### src/rtl/div3_frame_tx.sv
// div3_frame_tx: serial frame transmitter for a divide-by-3 residue checker.
// Shifts a WIDTH-bit payload out MSB-first and then appends 2 check bits.
// The check bits make the whole (WIDTH+2)-bit frame, read as an unsigned
// MSB-first integer, an exact multiple of 3.
//
// Optional feature: define DIV3_TX_INJECT_EN to add the 'inject' input. When
// 'inject' is high on the accept edge, check[0] of that frame is inverted. This
// deliberately produces a frame that is not a multiple of 3.
//
// Handshake: a frame is accepted on a rising edge where start==1 and busy==0.
// din (and inject) are sampled on that edge only. start is ignored while busy==1.
// busy falls one cycle after the last check bit, so back-to-back frames are
// separated by exactly one idle cycle.
module div3_frame_tx #(
  parameter int WIDTH = 8
) (
  input  logic             clk,
  input  logic             rst,
  input  logic             start,
  input  logic [WIDTH-1:0] din,
`ifdef DIV3_TX_INJECT_EN
  input  logic             inject,
`endif
  output logic             busy,
  output logic             dout,
  output logic             dvalid,
  output logic             last,
  output logic [1:0]       check,
  output logic [1:0]       state_dbg
);

  localparam int CW = (WIDTH > 2) ? $clog2(WIDTH) : 1;

  typedef enum logic [1:0] {
    IDLE = 2'd0,
    DATA = 2'd1,
    CHK  = 2'd2
  } state_t;

  state_t           state;
  logic [WIDTH-2:0] sr;      // payload bits not yet placed on dout
  logic [CW-1:0]    cnt;     // bit index inside DATA, check index inside CHK
  logic [1:0]       r;       // payload residue mod 3 of the bits already sent
  logic             inj_q;   // inject captured at accept
  logic [1:0]       r_next;
  logic [1:0]       new_check;

  // Residue after appending one bit: (2r + b) mod 3. The code 2'b11 is illegal
  // and collapses to 0.
  function automatic logic [1:0] r_step(input logic [1:0] rr, input logic b);
    case (rr)
      2'd0:    r_step = b ? 2'd1 : 2'd0;
      2'd1:    r_step = b ? 2'd0 : 2'd2;
      2'd2:    r_step = b ? 2'd2 : 2'd1;
      default: r_step = 2'd0;
    endcase
  endfunction

  // Check value (3 - r) mod 3. This works because frame = payload*4 + check
  // and 4 is congruent to 1 mod 3.
  function automatic logic [1:0] chk_of(input logic [1:0] rr);
    case (rr)
      2'd1:    chk_of = 2'd2;
      2'd2:    chk_of = 2'd1;
      default: chk_of = 2'd0;
    endcase
  endfunction

  // Fold the payload bit currently on dout into the residue, and derive the check bits from it.
  always_comb begin
    r_next    = r_step(r, dout);
    new_check = chk_of(r_next) ^ {1'b0, inj_q};
  end

  assign state_dbg = state;

  // Frame sequencer. All outputs are registered here.
  always_ff @(posedge clk) begin
    if (rst) begin
      state  <= IDLE;
      sr     <= '0;
      cnt    <= '0;
      r      <= 2'd0;
      inj_q  <= 1'b0;
      busy   <= 1'b0;
      dout   <= 1'b0;
      dvalid <= 1'b0;
      last   <= 1'b0;
      check  <= 2'd0;
    end else begin
      case (state)
        IDLE: begin
          busy   <= 1'b0;
          dout   <= 1'b0;
          dvalid <= 1'b0;
          last   <= 1'b0;
          if (start) begin
            state  <= DATA;
            busy   <= 1'b1;
            dvalid <= 1'b1;
            dout   <= din[WIDTH-1];
            sr     <= din[WIDTH-2:0];
            cnt    <= '0;
            r      <= 2'd0;
`ifdef DIV3_TX_INJECT_EN
            inj_q  <= inject;
`else
            inj_q  <= 1'b0;
`endif
          end
        end
        DATA: begin
          r <= r_next;
          if (cnt == CW'(WIDTH - 1)) begin
            check <= new_check;
            dout  <= new_check[1];
            cnt   <= '0;
            state <= CHK;
          end else begin
            dout <= sr[WIDTH-2];
            sr   <= sr << 1;
            cnt  <= cnt + CW'(1);
          end
        end
        CHK: begin
          if (cnt == '0) begin
            dout <= check[0];
            last <= 1'b1;
            cnt  <= CW'(1);
          end else begin
            dout   <= 1'b0;
            dvalid <= 1'b0;
            last   <= 1'b0;
            busy   <= 1'b0;
            cnt    <= '0;
            state  <= IDLE;
          end
        end
        default: begin
          state  <= IDLE;
          sr     <= '0;
          cnt    <= '0;
          r      <= 2'd0;
          inj_q  <= 1'b0;
          busy   <= 1'b0;
          dout   <= 1'b0;
          dvalid <= 1'b0;
          last   <= 1'b0;
          check  <= 2'd0;
        end
      endcase
    end
  end

endmodule

### config.mk
export PLATFORM = sky130hd
export DESIGN_NAME = div3_frame_tx
export DESIGN_NICKNAME = d
export VERILOG_FILES = /design/src/rtl/div3_frame_tx.sv
export SDC_FILE = /design/constraint.sdc
export NUM_CORES = 1
export LEC_CHECK = 0
export CAP_MARGIN = 20
export CORE_AREA = 8 8 51 53
export CTS_BUF_LIST = sky130_fd_sc_hd__clkbuf_8 sky130_fd_sc_hd__clkbuf_16
export DETAILED_ROUTE_END_ITERATION = 12
export DIE_AREA = 0 0 59 61
export DONT_BUFFER_PORTS = 1
export PLACE_DENSITY = 0.73
export SLEW_MARGIN = 15
export SYNTH_ARGS = -nofsm -noshare
export SYNTH_HDL_FRONTEND = slang
export SYNTH_SLANG_ARGS = --single-unit
### constraint.sdc
create_clock -name clk -period 4.12 [get_ports clk]
set_input_delay 0.824 -clock clk [delete_from_list [all_inputs] [get_ports clk]]
set_output_delay 0.824 -clock clk [all_outputs]
set_load 0.01 [all_outputs]
==> results.txt <==
- Global-route wire length before repair: around 4.2 mm
* Die boundary width: about 59 um
* Main area contributors after synthesis: dfxtp_1 37%, ha_1 8.4%, a22o_1 5.1%, nor3_1 4.8%, a21oi_1 4.3%
- The worst-case IR drop observed on VDD is about 0.24 mV.
- TritonCTS clock tree: yes
* Post-route worst setup slack: roughly 1.9 ns
* Clock latency on the worst-skew pair: approximately 0.26 ns
* GR Overflow Total: 0
- Adder and majority cell fraction of the synthesized area: between 8 and 9%
* Share of Yosys cell area claimed by the top area cell type: about 37%
- Top Family by Delay on Critical Path: simple AND/OR/NAND/NOR gates
- Sequential share of the synthesized area: 36.6%
- The cell count after synthesis came out at 120.
* Area added between synthesis and finish: 1.69%
* Leak: roughly 0.4 nW
- STA puts the critical path data arrival time at between 2 and 2.5 ns.
- Tmin final: approximately 2.2 ns
- Gpl congestion: 0.811
- Post-Route Skew: approximately 0.004 ns
- Buffers placed on the I/O ports in this run total 0.
- Number of global-route vias before repair: approximately 870
- Vias: approximately 900
* Die Outline Area: roughly 3600 um^2
- Before antenna repair, the detailed router went through 4 iterations.
- Setup total negative slack: 0 ns
* Number of synthesized flops with an enable pin: 0
- Clock-pin slew was measured on the worst setup and hold paths at roughly 0.07 ns.
- Dividing the detail-routed wire length by the instance count gives ~18 um.
- Total detailed-routing wirelength: roughly 2.5 mm
- Post CTS Setup Buffer Count: 0
* Initial antenna violation count: 0
- Areal power density over the cells: approximately 370 nW/um^2
* Post-Syn Area: roughly 1000 um^2
- For this run, the number of Yosys warnings is 0.
- 0 antenna diodes ended up in the layout.
* Most frequently used flop master after synthesis: dfxtp_1
- Number of routed nets with antenna violations: 0
- Setup violations remaining at the end of the flow were counted as 0.
- Final Max Slew Viols: 0
* Number of levels in the clock H-tree: 1
- Starting density of the core: 56.4%
- Number of buffer and inverter instances along the worst setup path: 1
- Mux contribution to synthesized area: less than 1%
- The synthesized netlist devotes around 22% of its cell area to compound gates.
- Iteration-0 DRC count of the detailed router: 32
- Post-route clock period utilization: between 50% and 60%
- For the pin with the worst max-slew slack, the measured transition is 0.946 ns.
- The clock drives 19 sinks.
- Area of the core: 1840 um^2
- WS Path Type: flip-flop to flip-flop
- Largest net degree at the start of global routing: 20
- At the worst endpoint, the required time is 4.31 ns.
- After clock tree synthesis, the repair step resized 0 gates.
- The average instance in the mapped netlist occupies 8.65 um^2.
* List of cells traversed by the critical path: inv_1 -> ha_1 -> nor2b_1 -> o21ai_0 -> a21oi_1
* Total routing usage reported by global routing: 15.3%
- CTS hold repair buffers: 0
- The HPWL after detailed placement is 1.75 mm.
- Startpoint types: flip-flop
* Simple logic cell fraction of the synthesized area: a little under a quarter
* Clock buffer count from CTS: 3
* Combinational family with the most area after synthesis: simple AND/OR/NAND/NOR gates
- Headroom to the max-slew limit came out at between 30% and 40%.
- Class of the tightest hold or removal check: flip-flop to flip-flop
* Highest-delay cell along the critical path: nor2b_1
- Run status: finished clean
* Count of cell types in the netlist: 33
- Max-cap violations in this run came to 0.
* Per-cell via count in the routed design: 6.50
- Of all flip-flops after synthesis, the portion carrying an async set or reset was 0%.
* Max stage delay on crit path: around 0.82 ns
* Register bit count reported by yosys: 19
- After floorplanning, the core was divided into 16 placement rows.
* Share of post-route cells with drive strength above 1: under 10%
- Post-synthesis cell type with the largest combined area: dfxtp_1
- Pin placement for this block handled 19 I/O pins.
* CTS root buffer: clkbuf_8
* Height of the die: around 61 um
- The library cell used most frequently in the layout, excluding fill and tap cells, is dfxtp_1.
- For this run, design rule violations remaining after detail routing come to 0.
- Net count of the finished layout: 132
- Post-synthesis share of cell area spent on xor and xnor gates: less than 1%
- Final core utilization: 57.3%
- Number of hold violations in the final report: 0
* Achievable frequency: 453 MHz
- Timing analysis after detailed placement gives a worst setup slack of a little under 2 ns.
- Setup repair after global routing left no endpoint under its margin.
- CTS Buffer Depth: 2
- Biggest fanout along the worst timing path: 15
- Crit end category: flip-flop
- Counting every net in the synthesized netlist gives around 140.
- The top cell types in the final layout, fill and taps aside, are 19 x dfxtp_1, 10 x nor3_1, 9 x a21oi_1.
-- per-stage QoR --
stage / power, mW / cell area [um^2] / hold WS [ns] / std cells
finish: 0.388 / 1060 / 0.471 / 140
global route: 0.409 / 1060 / 0.477 / 140
CTS: 0.387 / 1060 / 0.464 / 140
detailed placement: 0.262 / 1010 / 0.454 / 136
global placement: 0.260 / 1010 / 0.446 / 136
floorplan: 0.257 / 1040 / 0.444 / 120
-- metal layers --
metal  vias to the layer above  wire length (um)  global-route usage (%)
li1                        436                 -                       -
met2                        18              1290                    25.5
met1                       451              1020                    17.8
met5                         -                 0                       0
met3                         5                97                    3.39
met4                         0                45                    8.53
-- worst register-to-register path, stage by stage, from the launching register on --
cell     delay [ns]
dfxtp_1        0.37
inv_1          0.13
ha_1           0.49
nor2b_1        0.82
o21ai_0        0.16
a21oi_1        0.17
-- synth_stat cells, drive strengths merged, types with 2 or more instances --
cell type	count
o21ai	3
a21oi	9
nor3b	2
nand4	4
dfxtp	19
o31ai	3
nand2	6
o2111ai	2
a31oi	7
inv	6
nor2	2
and3b	2
a22o	6
clkbuf	7
ha	7
nor3	10
nor2b	3
buf	4
nor4	6
-- area by class of cell --
| cell class | count | area (um^2) |
|---|---|---|
| inverters | 6 | 22.5 |
| flip-flops and latches | 19 | 380 |
| multi-input cells | 84 | 574 |
| fillers | 176 | 786 |
| clock buffers | 3 | 41.3 |
| clock inverters | 1 | 3.75 |
| well taps | 27 | 33.8 |
-- where the power goes --
| group | internal [mW] | switching [mW] | leakage, nW | total, mW |
|---|---|---|---|---|
| Clock | 0.0663 | 0.0627 | 0.0269 | 0.129 |
| Sequential | 0.194 | 0.00893 | 0.155 | 0.203 |
| Combinational | 0.0232 | 0.0329 | 0.218 | 0.0561 |
-- cells by family after synthesis --
logic type | Yosys count
flip-flops | 19
adder cells (fa/ha/maj) | 7
AO/OA/AOI/OAI | 34
buffers and inverters | 17
XOR/XNOR | 1
multiplexers | 1
AND/OR/NAND/NOR | 41
-- registers in the layout, indices dropped and copies added, names as in the netlist --
signal and cells:
dvalid 1, sr 7, check 2, dout 1, cnt 3, r 2, last 1, state_dbg 2
-- final timing paths --
path / depth (start not counted) / slack (ns) / startpoint / to
setup / recovery: 5 / 1.91 / state_dbg[0]$_SDFFE_PP0P_ / r[1]$_SDFFE_PP0P_
hold / removal: 2 / 0.47 / sr[0]$_SDFFE_PP0P_ / sr[0]$_SDFFE_PP0P_
setup reg to reg: 5 / 1.91 / state_dbg[0]$_SDFFE_PP0P_ / r[1]$_SDFFE_PP0P_
hold reg to reg: 2 / 0.47 / sr[0]$_SDFFE_PP0P_ / sr[0]$_SDFFE_PP0P_
(Power assumes the default switching activity.)
==> variant (config.mk and constraints unchanged) <==
Set the parameter `WIDTH` to 4 (it was 8).
--- a/src/rtl/div3_frame_tx.sv
+++ b/src/rtl/div3_frame_tx.sv
@@ -12,7 +12,7 @@
 // busy falls one cycle after the last check bit, so back-to-back frames are
 // separated by exactly one idle cycle.
 module div3_frame_tx #(
-  parameter int WIDTH = 8
+  parameter int WIDTH = 4
 ) (
   input  logic             clk,
   input  logic             rst,
Ports: changed (resized din); port bits go from 19 to 15. No check against the original RTL was run, so the function may have changed too.
==> variant against the original RTL <==
Wire length is 31% lower. Cell area down 23%. Sequential cell count decreased by 5. Utilization shrank 13 points. First-iteration DRC count shrank 84%. Global-route usage down 4.8 points. Final cell count is 20% lower. Die area did not move. Area after synthesis shrank 25%. Total power fell by 24%. Combinational power fell by 37%. Worst setup slack better by 300 ps.
==> variant: results (changes against the original RTL) <==
Clock tree
  • Clock transition at path regs: 50 ps (was 70 ps)

Routing
  • Initial drt markers: 5 (was 32)
  • Routed length on met1: 727 um (was 1020 um)
  • Vias: 633 (was 910)

Finish
  • # fillers: 185 (was 176)
  • Largest register FFs: 3 (was 7)
  • Layout cells sized above 1: 3.53% (was 3.54%)

Pwr
  • Leak Pwr: 0.303 nW (was 0.400 nW)
  • Max VDD drop: 205 uV (was 239 uV)

Global route
  • Global-route wire length before repair: 2880 um (was 4200 um)
  • GR Layer Usage met2: 16.4% (was 25.5%)
  • M1 GR Usage: 11.6% (was 17.8%)
  • Gr usage total: 10.5% (was 15.3%)
  • M3 GR Usage: 5.08% (was 3.39%)

Placement
  • Gpl congestion: 0.769 (was 0.811)
  • Dpl ws: 2240 ps (was 1970 ps)
  • Placed cells: 109 (was 136)
  • Post-DP HPWL: 1210 um (was 1750 um)

Worst setup path
  • CP max FO: 12 (was 15)
  • Arr. time, crit path: 2080 ps (was 2400 ps)

Logic synthesis
  • Post-synth top cells: dfxtp_1 (14), a21oi_1 (8), inv_1 (7) (was dfxtp_1 (19), nor3_1 (10), a21oi_1 (9))
  • Syn nets: 103 (was 138)
  • Synth top area cells: dfxtp_1 (36%), ha_1 (9.7%), a21oi_1 (5.2%) (was dfxtp_1 (37%), ha_1 (8.4%), a22o_1 (5.1%))
  • Netlist cell types: 35 (was 33)
  • Synthesized instance count: 90 (was 120)

Timing
  • Clock Skew: 6.27 ps (was 4.03 ps)

Status
  • Status: finished clean (unchanged)
==> variant: layout make-up <==
cell class / count / area [sq um] / area share [%]
clock buffers: 3 / 41.3 / 5.10
inverters: 7 / 26.3 / 3.25
multi-input cells: 61 / 428 / 52.9
flip-flops and latches: 14 / 280 / 34.6
well taps: 27 / 33.8 / 4.17
==> variant: through the flow <==
stage                     total power [mW]  cell area (sq um)
after detailed placement             0.186                768
after global routing                 0.309                810
after floorplan                      0.184                777
after CTS                            0.298                810
after global placement               0.184                768
final                                0.295                810
==> variant: kinds of logic after synthesis <==
family / count (synthesis) / share of synthesized area [%]
adder cells (fa/ha/maj): 6 / 9.66
flip-flops: 14 / 36.1
AND/OR/NAND/NOR: 26 / 19.0
AO/OA/AOI/OAI: 27 / 24.0
XOR/XNOR: 1 / 1.13
buffers and inverters: 15 / 8.86
multiplexers: 1 / 1.29
==> variant: power by group <==
part / leakage (nW) / total (mW) / switching, mW / internal (mW)
registers: 0.114 / 0.148 / 0.00634 / 0.141
clock network: 0.0216 / 0.112 / 0.0470 / 0.0647
logic: 0.167 / 0.0355 / 0.0211 / 0.0144
total: 0.303 / 0.295 / 0.0745 / 0.220
==> variant: final timing paths <==
check / start / end / slack (ps) / cells after the start
setup / recovery: state_dbg[0] / sr[0] / 2210 / 5
hold / removal: sr[0] / sr[0] / 480 / 2
setup reg to reg: state_dbg[0] / sr[0] / 2210 / 5
hold reg to reg: sr[0] / sr[0] / 480 / 2
==> variant: worst max-delay path, cell delays in order, from the launching register on <==
cell	delay [ps]
dfxtp_1	430
inv_1	120
ha_1	350
nor2b_1	270
or4_1	520
a21oi_1	150
